### src/rtl/data_split.sv
// Byte-to-beat splitter: queues {mode, byte} entries and emits either the whole byte or two zero-extended nibbles.
// Latency: first beat is valid one edge after the entry reaches the FIFO head; one beat per cycle while data_o_rdy holds high.
// Backpressure: data_o/data_en hold while stalled; data_in_rdy drops when the FIFO is full or start is low. Macro DATA_SPLIT_LSN_FIRST_EN selects low-nibble-first order.
module data_split #(
    parameter int DEPTH = 4
) (
    input  logic       clk,
    input  logic       reset,
    input  logic       start,
    input  logic       byte_mode,
    input  logic [7:0] data_in,
    input  logic       data_in_en,
    output logic       data_in_rdy,
    output logic [7:0] data_o,
    output logic       data_en,
    input  logic       data_o_rdy
);

    localparam int AW = $clog2(DEPTH);
    localparam logic [AW:0]   CNT_FULL = DEPTH[AW:0];
    localparam logic [AW:0]   CNT_ONE  = {{AW{1'b0}}, 1'b1};
    localparam logic [AW-1:0] PTR_ONE  = {{(AW-1){1'b0}}, 1'b1};
    localparam logic [0:0]    ST_HI    = 1'b0;
    localparam logic [0:0]    ST_LO    = 1'b1;

    logic [8:0]    mem [DEPTH];
    logic [AW-1:0] rd_ptr;
    logic [AW-1:0] wr_ptr;
    logic [AW-1:0] rd_nxt;
    logic [AW:0]   count;
    logic [0:0]    state;
    logic          live;
    logic          push;
    logic          pop;
    logic          xfer;
    logic [8:0]    head;
    logic [8:0]    nxt;

`ifdef DATA_SPLIT_LSN_FIRST_EN
    function automatic logic [3:0] nib_first(input logic [7:0] d);
        return d[3:0];
    endfunction
    function automatic logic [3:0] nib_second(input logic [7:0] d);
        return d[7:4];
    endfunction
`else
    function automatic logic [3:0] nib_first(input logic [7:0] d);
        return d[7:4];
    endfunction
    function automatic logic [3:0] nib_second(input logic [7:0] d);
        return d[3:0];
    endfunction
`endif

    function automatic logic [7:0] first_beat(input logic [8:0] e);
        return e[8] ? e[7:0] : {4'h0, nib_first(e[7:0])};
    endfunction

    assign rd_nxt      = rd_ptr + PTR_ONE;
    assign head        = mem[rd_ptr];
    assign nxt         = mem[rd_nxt];
    assign data_in_rdy = live & start & (count < CNT_FULL);
    assign push        = data_in_en & data_in_rdy;
    assign xfer        = data_en & data_o_rdy;
    // An entry leaves the FIFO only once its last beat has been taken.
    assign pop         = xfer & ((state == ST_LO) | head[8]);

    always_ff @(posedge clk) begin
        if (push) begin
            mem[wr_ptr] <= {byte_mode, data_in};
        end
    end

    always_ff @(posedge clk) begin
        if (reset) begin
            rd_ptr  <= '0;
            wr_ptr  <= '0;
            count   <= '0;
            state   <= ST_HI;
            live    <= 1'b0;
            data_o  <= 8'h00;
            data_en <= 1'b0;
        end else begin
            live <= 1'b1;
            if (push) begin
                wr_ptr <= wr_ptr + PTR_ONE;
            end
            if (pop) begin
                rd_ptr <= rd_nxt;
            end
            count <= count + {{AW{1'b0}}, push} - {{AW{1'b0}}, pop};

            if (xfer && (state == ST_HI) && !head[8]) begin
                state  <= ST_LO;
                data_o <= {4'h0, nib_second(head[7:0])};
            end else if (pop) begin
                // Chain straight into the following entry to avoid a bubble.
                state <= ST_HI;
                if (count > CNT_ONE) begin
                    data_en <= 1'b1;
                    data_o  <= first_beat(nxt);
                end else begin
                    data_en <= 1'b0;
                    data_o  <= 8'h00;
                end
            end else if (!data_en && (count != '0)) begin
                state   <= ST_HI;
                data_en <= 1'b1;
                data_o  <= first_beat(head);
            end
        end
    end

endmodule

### config.mk
export PLATFORM = sky130hd
export DESIGN_NAME = data_split
export DESIGN_NICKNAME = d
export VERILOG_FILES = /design/src/rtl/data_split.sv
export SDC_FILE = /design/constraint.sdc
export NUM_CORES = 1
export LEC_CHECK = 0
export BUFFER_PORTS_ARGS = -buffer_cell sky130_fd_sc_hd__clkbuf_2
export CORE_ASPECT_RATIO = 1.2
export CORE_MARGIN = 5
export CORE_UTILIZATION = 63
export CTS_CLUSTER_DIAMETER = 80
export DETAILED_ROUTE_END_ITERATION = 10
export HOLD_SLACK_MARGIN = 0.03
export PLACE_DENSITY_LB_ADDON = 0.05
export SLEW_MARGIN = 20
export SYNTH_ARGS = -nofsm -noshare
export SYNTH_HDL_FRONTEND = slang
export SYNTH_SLANG_ARGS = --single-unit
export TNS_END_PERCENT = 10
### constraint.sdc
create_clock -name clk -period 6.8 [get_ports clk]
set_input_delay 1.36 -clock clk [delete_from_list [all_inputs] [get_ports clk]]
set_output_delay 1.36 -clock clk [all_outputs]
set_load 0.005 [all_outputs]
==> metrics <==
growth of design area from synthesis to finish=8.83%; library cell used as clock root buffer=clkbuf_8; Worst path max stage delay=150 ps; startpoint-to-endpoint class of the critical path=input port to output pin; Routability Congestion=0.889; post-route minimum period=3070 ps; post-CTS setup buffers=0; sequential power share=49.9%; height of the die=81.2 µm; relative contribution of the clock network to total power=25.0%; CORE AREA=0.00416 mm²; CP required=5440 ps; reported net switching power=0.000243 W; Slowest cell on crit path=and3_1; synth warn=0; data arrival time of the critical path=1710 ps; Clock Pin Slew Worst Setup and Hold Paths=90 ps; sw frac=29.0%; HPWL after detailed placement=3650 µm; quantity of hold-fixing buffers added after cts=0; TritonRoute pass-1 iters=4; share of the clock period used by the worst path after layout=45.1%; transition at the pin with the smallest max-transition slack=866 ps; post-synthesis cell type count=38; CTS tree=done; Die W=69.3 µm; storage element area=0.00148 mm²; starting density of the core=63.9%; area occupied by multi-input gates=0.00109 mm²; remaining design rule violation count=0; antenna violations before repair=0; layout cells sized above 1=22.9%; total die area=0.00563 mm²; antenna diode count=0; final-stage net count=226; most numerous cell on the critical path=clkbuf_2; main flop type after synthesis=edfxtp_1; I/O Pins=24; number of storage elements in the synthesis netlist=56; global-route wire length before repair=8040 µm; sink count of the clock tree=56; sum of routed wire segments on met1=2060 µm; cells traversed along the worst timing path=clkbuf_2, and3_1, clkbuf_2; startpoint type of the worst setup path=input port; H-tree lvl count=2; combinational fraction of design power=25.2%; post-cts gate resize count=0; syn avg cell area=14.5 µm²; total CTS buffers=5; worst voltage drop across the vdd grid=0.000172 V; max cap viols=0; setup violators final=0; type of element capturing the critical path=output pin; status=completed; antenna-violating nets left=0; maximum number of pins on one net before global-route repair=17; WL per Instance=18.9 µm; dominant delay contributor by cell family on the critical path=buffers and inverters; power per cell area=289 mW/mm²; fin. max-slew vios=0; end-of-flow core utilization=69.6%; clock tree skew after final layout=11.5 ps; class of the tightest hold or removal check=flop to flop; buffers from clock root to sink, at most=2; Filler Cells Inserted=314; setup TNS after final layout=0 ps; total routing resource utilization after global routing=18.6%; met2 WL post-DR=2580 µm; highest net fanout along the worst path=2; DR iter-0 viols=148; highest routed layer=met4; static power due to leakage=1.02 nW; amount of wire on met3 after detailed routing=225 µm; global-route congestion overflow total=0; synthesized instance count=184; post-synthesis async set-or-reset flop share=0%; buffering stage count on the worst path with inverters included=2; worst rel slew slack=41.6%; cell-internal power=0.000596 W; R2R setup slack=3770 ps; routed wire length=4930 µm; vias post-DR=1627; Highest Clock Rate=326 MHz; Syn Nets=206; Final Hold Viols=0; routed vias/inst=6.23; number of global-route vias before repair=1682; post-synthesis cell area=0.00266 mm²; unrepaired setup endpoints after global routing=false; Post-synth EDFFs=36; row count=26; worst-skew pair later-pin latency=300 ps; Port-buffer cells=23; sequential share of the synthesized area=55.6%
==> layer usage <==
layer	vias up	track usage, %
met1	813	22.0
met3	9	5.32
met5	-	0
li1	760	-
met4	0	5.27
met2	45	33.2
==> per-stage QoR <==
stage / hold WS (ps) / instance area (µm²) / worst slack [ps] / cells / power, W
2_1_floorplan: 495 / 2660 / 3800 / 184 / 0.000577
3_3_place_gp: 508 / 2790 / 3720 / 253 / 0.000624
3_5_place_dp: 542 / 2790 / 3650 / 253 / 0.000635
4_1_cts: 555 / 2900 / 3730 / 261 / 0.000838
5_1_grt: 609 / 2900 / 3660 / 261 / 0.000884
6_report: 556 / 2900 / 3730 / 261 / 0.000839
==> layout make-up <==
class	instances	area share (%)
clock inverter	2	1.21
clock buffer	6	2.50
timing repair buffer	23	3.97
tap	56	2.42
multi-input combinational	108	37.5
sequential	56	51.1
inverter	10	1.30
==> cell usage in the layout, fill, tap and decap left out, drive strengths merged, types with 4 or more instances in the layout <==
master / count
a21oi: 7
mux2: 5
a32oi: 5
nand4: 4
clkbuf: 29
dfxtp: 20
and2: 11
ha: 7
o21ai: 6
nand2: 5
inv: 10
edfxtp: 36
nand3: 5
nor2: 8
mux4: 18
==> path summary, 6_finish.rpt <==
check,startpoint,end,depth (start not counted)
worst max-delay path,start,data_in_rdy,3
worst min-delay path,data_o[0],data_o[0],2
worst max register to register,flop,count[2],9
worst min register to register,data_o[0],data_o[0],2
==> power by group through the flow <==
stage / Sequential (W) / Clock [W] / Combinational (W)
2_1_floorplan: 0.000415 / 0 / 0.000163
3_3_place_gp: 0.000424 / 0 / 0.000200
3_5_place_dp: 0.000426 / 0 / 0.000209
4_1_cts: 0.000418 / 0.000210 / 0.000210
5_1_grt: 0.000422 / 0.000228 / 0.000234
6_report: 0.000418 / 0.000209 / 0.000211
==> Yosys cell counts, drive strengths merged (2+ instances only) <==
master,number,area [µm²]
and3,2,12.5
or3,2,12.5
o221ai,3,26.3
dfxtp,20,400
a32oi,5,43.8
xnor2,2,17.5
ha,7,87.6
buf,6,36.3
mux2,5,56.3
a31oi,3,18.8
edfxtp,36,1080
nand4,4,25.0
a21oi,7,35.0
nand2,5,18.8
o21ai,6,33.8
o21bai,3,22.5
mux4,18,435
inv,10,37.5
o21a,2,15.0
clkbuf,3,12.5
nor2b,2,12.5
nand3,5,25.0
xor2,2,17.5
nor2,8,30.0
and2,11,68.8
==> worst register-to-register path: cells and delay by family (launching register included) <==
family	cells	cell delay, ps
AND/OR/NAND/NOR	1	60
adder cells (fa/ha/maj)	3	860
flip-flops	1	630
multiplexers	1	710
AO/OA/AOI/OAI	1	280
XOR/XNOR	1	170
buffers and inverters	2	210
==> registers in the layout, summed over array words and instances (netlist names), named ones only <==
name / count
count: 3
data_en: 1
wr_ptr: 2
rd_ptr: 2
live: 1
mem: 36
data_o: 8
state: 1
==> kinds of logic (layout without fill, tap and decap cells) <==
kind of cell | after synthesis | after routing | share of synthesized area, %
mux | 23 | 23 | 18.5
xor+xnor | 4 | 4 | 1.32
fa+ha+maj | 8 | 8 | 4.04
buf+inv | 20 | 41 | 3.57
simple gates | 40 | 40 | 8.08
flops | 56 | 56 | 55.6
compound gates | 33 | 33 | 8.88
No activity file was read; power rests on OpenSTA's default activity.
